`src/rtl/display_pkg.sv`:
```
// Shared constants and types for the display scan controller.
// Contents: blank segment pattern, anode-off mask helper, scan FSM states.
package display_pkg;

  // All segments and the DP dark (pins are active-low).
  localparam logic [7:0] SEG_BLANK = 8'hFF;

  typedef enum logic {
    BLANK = 1'b0,
    SHOW  = 1'b1
  } scan_state_e;

  // All-anodes-off mask for a display of 'digits' positions (up to 8).
  function automatic logic [7:0] an_off(input int unsigned digits);
    logic [8:0] mask;
    mask = (9'd1 << digits) - 9'd1;
    return mask[7:0];
  endfunction

endpackage

```
`src/rtl/scan_timebase.sv`:
```
// Slot timebase: prescaler counts cycles within a digit slot, idx selects the
// digit. Ports:
//   clk, rst        clock, synchronous active-high reset
//   idx             current digit index (0..DIGITS-1)
//   in_blank        prescaler is inside the anti-ghost blank window
//   show_start      last blank cycle of the slot (next cycle is SHOW)
//   slot_end        last cycle of the slot (prescaler wraps next)
//   frame_boundary  last cycle of the frame (idx wraps DIGITS-1 -> 0 next)
module scan_timebase
#(
  parameter  int unsigned DIGITS       = 4,
  parameter  int unsigned REFRESH_DIV  = 50000,
  parameter  int unsigned BLANK_CYCLES = 16,
  localparam int unsigned IW           = $clog2(DIGITS)
)
(
  input  logic          clk,
  input  logic          rst,
  output logic [IW-1:0] idx,
  output logic          in_blank,
  output logic          show_start,
  output logic          slot_end,
  output logic          frame_boundary
);

  localparam int unsigned PW = $clog2(REFRESH_DIV);

  logic [PW-1:0] prescaler;

  assign slot_end       = (prescaler == PW'(REFRESH_DIV - 1));
  assign show_start     = (prescaler == PW'(BLANK_CYCLES - 1));
  assign in_blank       = (prescaler < PW'(BLANK_CYCLES));
  assign frame_boundary = slot_end && (idx == IW'(DIGITS - 1));

  // Prescaler and digit index advance together at the slot wrap.
  always_ff @(posedge clk) begin
    if (rst) begin
      prescaler <= '0;
      idx       <= '0;
    end else if (slot_end) begin
      prescaler <= '0;
      idx       <= (idx == IW'(DIGITS - 1)) ? '0 : idx + IW'(1);
    end else begin
      prescaler <= prescaler + PW'(1);
    end
  end

endmodule

```
`src/rtl/display_scan_ctrl.sv`:
```
// Time-multiplexed scan controller for a common-anode 7-segment display with
// a shared external hex decoder. Ports:
//   clk, rst     clock, synchronous active-high reset
//   load         one-cycle strobe capturing value_in/dp_in
//   value_in     hex value, nibble i -> digit i (digit 0 rightmost)
//   dp_in        decimal point request per digit (1 = lit)
//   lz_en        leading-zero suppression enable
//   nibble_out   nibble for the shared decoder (combinational)
//   seg_in       decoder result, active-low, bit 7 = DP (decoder drives 1)
//   seg_out      registered segment pins, active-low
//   an_out       registered anode enables, active-low one-hot
//   load_ack     one-cycle pulse when a captured value becomes displayed
module display_scan_ctrl
  import display_pkg::*;
#(
  parameter int unsigned DIGITS       = 4,
  parameter int unsigned REFRESH_DIV  = 50000,
  parameter int unsigned BLANK_CYCLES = 16
)
(
  input  logic                  clk,
  input  logic                  rst,
  input  logic                  load,
  input  logic [4*DIGITS-1:0]   value_in,
  input  logic [DIGITS-1:0]     dp_in,
  input  logic                  lz_en,
  output logic [3:0]            nibble_out,
  input  logic [7:0]            seg_in,
  output logic [7:0]            seg_out,
  output logic [DIGITS-1:0]     an_out,
  output logic                  load_ack
);

  localparam int unsigned        IW     = $clog2(DIGITS);
  localparam int unsigned        VW     = 4 * DIGITS;
  localparam logic [DIGITS-1:0]  AN_OFF = DIGITS'(an_off(DIGITS));

  logic [IW-1:0]     idx;
  logic              in_blank;
  logic              show_start;
  logic              slot_end;
  logic              frame_boundary;

  logic [VW-1:0]     disp_val;
  logic [DIGITS-1:0] disp_dp;
  logic [VW-1:0]     pend_val;
  logic [DIGITS-1:0] pend_dp;
  logic              pend_valid;

  logic              dp_cur;
  logic              suppress;
  logic              all_zero;

  scan_state_e       state;

  scan_timebase #(
    .DIGITS       (DIGITS),
    .REFRESH_DIV  (REFRESH_DIV),
    .BLANK_CYCLES (BLANK_CYCLES)
  ) u_timebase (
    .clk            (clk),
    .rst            (rst),
    .idx            (idx),
    .in_blank       (in_blank),
    .show_start     (show_start),
    .slot_end       (slot_end),
    .frame_boundary (frame_boundary)
  );

  // Select the current digit's nibble/DP; all_zero accumulates from the MSB
  // down so a digit is a leading zero when it and every higher nibble are 0.
  always_comb begin
    nibble_out = 4'h0;
    dp_cur     = 1'b0;
    suppress   = 1'b0;
    all_zero   = 1'b1;
    for (int i = DIGITS - 1; i >= 0; i--) begin
      all_zero = all_zero && (disp_val[4*i +: 4] == 4'h0);
      if (idx == IW'(i)) begin
        nibble_out = disp_val[4*i +: 4];
        dp_cur     = disp_dp[i];
        suppress   = lz_en && all_zero && (i != 0);
      end
    end
  end

  // Scan FSM: state tracks the phase of the current prescaler value, outputs
  // are registered from it, giving one cycle of latency to the pins.
  always_ff @(posedge clk) begin
    if (rst) begin
      state   <= BLANK;
      an_out  <= AN_OFF;
      seg_out <= SEG_BLANK;
    end else begin
      case (state)
        BLANK: begin
          an_out  <= AN_OFF;
          seg_out <= SEG_BLANK;
          if (show_start) state <= SHOW;
        end
        SHOW: begin
          an_out <= AN_OFF & ~(DIGITS'(1) << idx);
          // Suppressed digits keep their anode low but light nothing, DP included.
          if (suppress) seg_out <= SEG_BLANK;
          else          seg_out <= {~dp_cur & seg_in[7], seg_in[6:0]};
          if (slot_end) state <= BLANK;
        end
        default: begin
          state   <= BLANK;
          an_out  <= AN_OFF;
          seg_out <= SEG_BLANK;
        end
      endcase
    end
  end

  // State and prescaler window must agree; a mismatch means the FSM desynced.
  always_ff @(posedge clk) begin
    if (!rst) assert ((state == BLANK) == in_blank);
  end

  // Tear-free update: display only changes at the frame boundary. A load on
  // the boundary itself bypasses the pending register.
  always_ff @(posedge clk) begin
    if (rst) begin
      disp_val   <= '0;
      disp_dp    <= '0;
      pend_val   <= '0;
      pend_dp    <= '0;
      pend_valid <= 1'b0;
      load_ack   <= 1'b0;
    end else begin
      load_ack <= 1'b0;
      if (frame_boundary) begin
        if (load) begin
          disp_val   <= value_in;
          disp_dp    <= dp_in;
          pend_valid <= 1'b0;
          load_ack   <= 1'b1;
        end else if (pend_valid) begin
          disp_val   <= pend_val;
          disp_dp    <= pend_dp;
          pend_valid <= 1'b0;
          load_ack   <= 1'b1;
        end
      end else if (load) begin
        pend_val   <= value_in;
        pend_dp    <= dp_in;
        pend_valid <= 1'b1;
      end
    end
  end

endmodule

```
`config.mk`:
```
export PLATFORM = sky130hd
export DESIGN_NAME = display_scan_ctrl
export DESIGN_NICKNAME = d
export VERILOG_FILES = /design/src/rtl/display_pkg.sv /design/src/rtl/scan_timebase.sv /design/src/rtl/display_scan_ctrl.sv
export SDC_FILE = /design/constraint.sdc
export NUM_CORES = 1
export LEC_CHECK = 0
export CAP_MARGIN = 20
export CELL_PAD_IN_SITES_DETAIL_PLACEMENT = 2
export CELL_PAD_IN_SITES_GLOBAL_PLACEMENT = 2
export CORE_ASPECT_RATIO = 1.5
export CORE_MARGIN = 2
export CORE_UTILIZATION = 37
export CTS_CLUSTER_DIAMETER = 50
export DETAILED_ROUTE_END_ITERATION = 12
export GPL_ROUTABILITY_DRIVEN = 0
export MAX_ROUTING_LAYER = met4
export PLACE_DENSITY = 0.95
export SYNTH_ARGS = -nofsm -noshare
export SYNTH_HDL_FRONTEND = slang
export SYNTH_HIERARCHICAL = 1
export SYNTH_SLANG_ARGS = --single-unit
```
`constraint.sdc`:
```
create_clock -name clk -period 5.4 [get_ports clk]
set_clock_uncertainty 0.2 [all_clocks]
set_input_delay 0.81 -clock clk [delete_from_list [all_inputs] [get_ports clk]]
set_output_delay 0.81 -clock clk [all_outputs]
set_load 0.01 [all_outputs]
```
# Word-level counts from Yosys, hierarchy flattened
# Index checks and enable logic that the tools add are counted.
classes:
  add_sub_neg: 2
  n_eq_ne: 5
  n_shift: 1
  n_mux: 25
  bitwise: 5
  reduce_logical: 16
ops:
  columns: ["cell", "n"]
  rows:
  - ["16-bit two-way mux", 2]
  - ["4-bit two-way mux", 6]
  - ["16-bit by 1-bit adder with 16-bit output, second input constant", 1]
  - ["16-bit equality test, second input constant", 1]
  - ["16-bit by 4-bit equality test with 1-bit output, second input constant", 1]
  - ["8-bit case mux with 2 select lines", 1]
  - ["4-bit zero test", 3]
  - ["1-bit two-way mux", 12]
  - ["8-bit two-way mux", 1]
  - ["4-bit case mux with 2 select lines", 1]
  - ["1-bit logical AND", 6]
  - ["2-bit OR reduction", 3]
  - ["2-bit equality test, second input constant", 2]
  - ["4-bit NOT", 1]
  - ["2-bit AND reduction", 2]
  - ["1-bit by 2-bit left shift with 4-bit output, first input constant", 1]
  - ["1-bit NOT", 3]
  - ["2-bit by 1-bit adder with 2-bit output, second input constant", 1]
  - ["2-bit by 1-bit equality test with 1-bit output, second input constant", 1]
  - ["2-bit zero test", 1]
  - ["2-bit two-way mux", 1]
  - ["1-bit case mux with 2 select lines", 1]
  - ["2-bit nonzero test", 1]
  - ["1-bit AND", 1]
totals:
  reg_bits: 73
  inputBits: 32
  output_inout_bits: 17
  elab_cells: 65

# Depth between registers and ports, before layout
depth:
  word_depth: 9
  ltp_mapped: 9
  ltp_nobuf: 7

# Hierarchy
# The synthesis kept the hierarchy.
by_module_without_submodules:
  columns: ["module", "instances", "cells_each", "area_each_um2", "seq_area_each_um2"]
  rows:
  - ["display_scan_ctrl", 1, 239, 2394.8, 1101.1]
  - ["scan_timebase", 1, 95, 917.1, 360.3]

# Least setup slack after synthesis
# OpenSTA, ideal clock, no wires.
synth_path:
  path_type: "flip-flop to output port"
  startpoint: "reg u_timebase.idx[0]"
  endpoint: "out nibble_out[0]"
  t_arrival_ns: 1.162
  t_required_ns: 4.390
  path_slack_ns: 3.228
  path_stages_with_launch: 3
  path_buffers: 1
  path_cell_list: "dfxtp_1 -> buf_6 -> mux4_1"
synth_via:
  elab_chain_len: 5
  word_cells_on_any_way: 8
  cone_classes: "eq/ne: 3; mux: 4; reduce/logical: 1"
synth_rtl:
  columns: ["element", "line", "source"]
  rows:
  - ["start: declaration", "scan_timebase.sv:19", "output logic [IW-1:0] idx,"]
  - ["start signal: assignment", "scan_timebase.sv:42", "idx <= (idx == IW'(DIGITS - 1)) ? '0 : idx + IW'(1);"]
  - ["2-bit equality test", "display_scan_ctrl.sv:79", "if (idx == IW'(i)) begin"]
  - ["4-bit two-way mux (3 in a row)", "display_scan_ctrl.sv:79", null]
  - ["4-bit two-way mux (*)", "display_scan_ctrl.sv:79", null]
  - ["end: declaration", "display_scan_ctrl.sv:27", "output logic [3:0] nibble_out,"]
# Mark *: on every way between the ends. The rest lies on a longest branch, timed or not.

# Final worst setup path
# Same ends and word-level chain as after synthesis.

==> summary.txt <==
Ys Warns: 6
Syn Nets: 367
HPWL Detailed: 6.70 mm
DRT iter0 DRCs: 125
Clock sink count: 73
Req. time, crit path: 4390 ps
Initial core utilization: 0.377
Crit path time final: 3270 ps
CP Depth: 2
Detail Route Antenna Nets: 0
Sequential Power Share: 0.441
Design Area, Final: 4070 sq um
Busiest grt layer: met2
R2R depth: 7
DRC Markers: 0
Finish-stage setup viols: 0
TNS Setup: 0 ps
Hold path cells: 2
# H-tree levels: 3
Met3 Use GR: 0.0466
PwrDens: 310 nW/um^2
Total Nets Final: 407
Core ar.: 8780 sq um
Drt pass-1 iters: 4
Util after Layout: 0.464
Worst-path cell chain: mux4_1 > clkdlybuf4s50_1
CP bufs+invs: 1
Final period utilization: 0.605
Delay-heaviest family, CP: flip-flops
Largest net degree at the start of global routing: 50
Die Area: 9730 sq um
Met2 GRT Util: 0.408
# Post-CTS Setup Buffers: 0
Least-Margin Pin Slew: 907 ps
Clk root buf: clkbuf_16
Initial antenna violation count: 0
Clock power frac: 0.493
Num CTS Buffers: 9
Setup crit end kind: primary output
# hold bufs at CTS: 0
Vias per std cell: 5.41
Net switching power: 280 uW
Gr ovfl total: 0
CTS tree: yes
Slew Viols, Final: 0
P&R area growth vs syn: 23.2%
Syn Area/Cell: 9.93 sq um
CP Max Fanout: 15
First-pass GRT wire length: 15.9 mm
Pint: 982 uW
Clock Latency Late Sink: 340 ps
Diodes inserted: 0
Worst min path class: flop to flop
Buffers on Ports: 48
Worst VDD drop: 0.180 mV
Rows: 42
Via count of the first global-routing pass: 2927
Width of the die: 81.2 microns
Max_cap viols: 0
CP arrival: 2260 ps
Via count: 2640
Mapped cell area: 3310 sq um
Worst rel slew slack: 0.395
Crit Path Category: flop to primary output
Met1 GRT Util: 0.249
Drt wl/cell: 20.9 microns
Hold_ws: 264 ps
Sw frac: 0.222
Final Hold Viols: 0
Post-CTS resize count: 0
Gate power share: 0.066
Max Clk Rate: 306 MHz
Status: finished, final reports clean
Layout Cells excl Fill: 488
Slowest cell on crit path: dfxtp_1
CP max stage delay: 800 ps
Placed cell count: 471
Clock-pin slew on the worst setup and hold paths: 50 ps
Unrepaired setup endpoints after global routing: no
WL final: 10.2 mm
Gr usage total: 0.229
Setup crit start kind: flop
Number of top-level pins: 49
Fraction of layout cells with a size suffix above 1: 0.161
Syn Inst Count: 333
Placed Area: 3740 sq um
Die H: 120 microns
Leakage: 0.00143 uW
Clock Path Buffers: 2
[registers in the layout, indices dropped and copies added (netlist names)]
name	flops
u_timebase/prescaler	16
an_out	4
u_timebase/idx	2
state	1
pend_valid	1
disp_dp	4
seg_out	8
load_ack	1
pend_dp	4
pend_val	16
disp_val	16
[worst min-delay path, cell delays in order, from the launching register on]
cell	delay, ps
dfxtp_1	310
nand2_1	50
a21oi_1	50
[final timing paths]
kind | startpoint | to | slack [ps]
hold reg to reg | pend_val[0] | pend_val[0] | 260
setup reg to reg | u_timebase/prescaler[0] | pend_val[11] | 2630
setup / recovery | u_timebase/idx[0] | nibble_out[0] | 2130
hold / removal | pend_val[0] | pend_val[0] | 260
[layout by cell type (no fill, tap or decap), drive strengths merged, types with 8 or more instances in the layout]
master,instances
clkbuf,14
a211oi,20
mux2i,25
o21ai,8
a21oi,21
xnor2,13
clkdlybuf4s50,47
nor2,53
nor4,8
nand2,45
dfxtp,73
[layer usage]
metal / up-vias / share of wire
met2: 44 / 0.56
met3: 14 / 0.028
li1: 1233 / -
met5: - / 0
met4: 0 / 0.019
met1: 1349 / 0.39
[through the flow]
stage | power (uW) | worst slack [ps]
5_1_grt | 1310 | 2040
3_3_place_gp | 643 | 2500
2_1_floorplan | 614 | 3230
3_5_place_dp | 649 | 2370
6_report | 1260 | 2130
4_1_cts | 1270 | 2120
[power groups by stage]
stage	combinational, uW	sequential [uW]	clock, uW
floorplan	48.0	566	0
global placement	75.7	567	0
detailed placement	80.1	569	0
CTS	82.0	557	632
global route	89.2	558	658
finish	82.8	557	622
[cell type report]
cell class	count	area, sq um
Clock buffer	14	274
Tap cell	110	138
Clock inverter	2	35.0
Fill cell	903	4700
Sequential cell	73	1460
Inverter	5	18.8
Timing Repair Buffer	51	510
Multi-Input combinational cell	233	1640
Note: power is estimated with default switching activity, not from simulation.
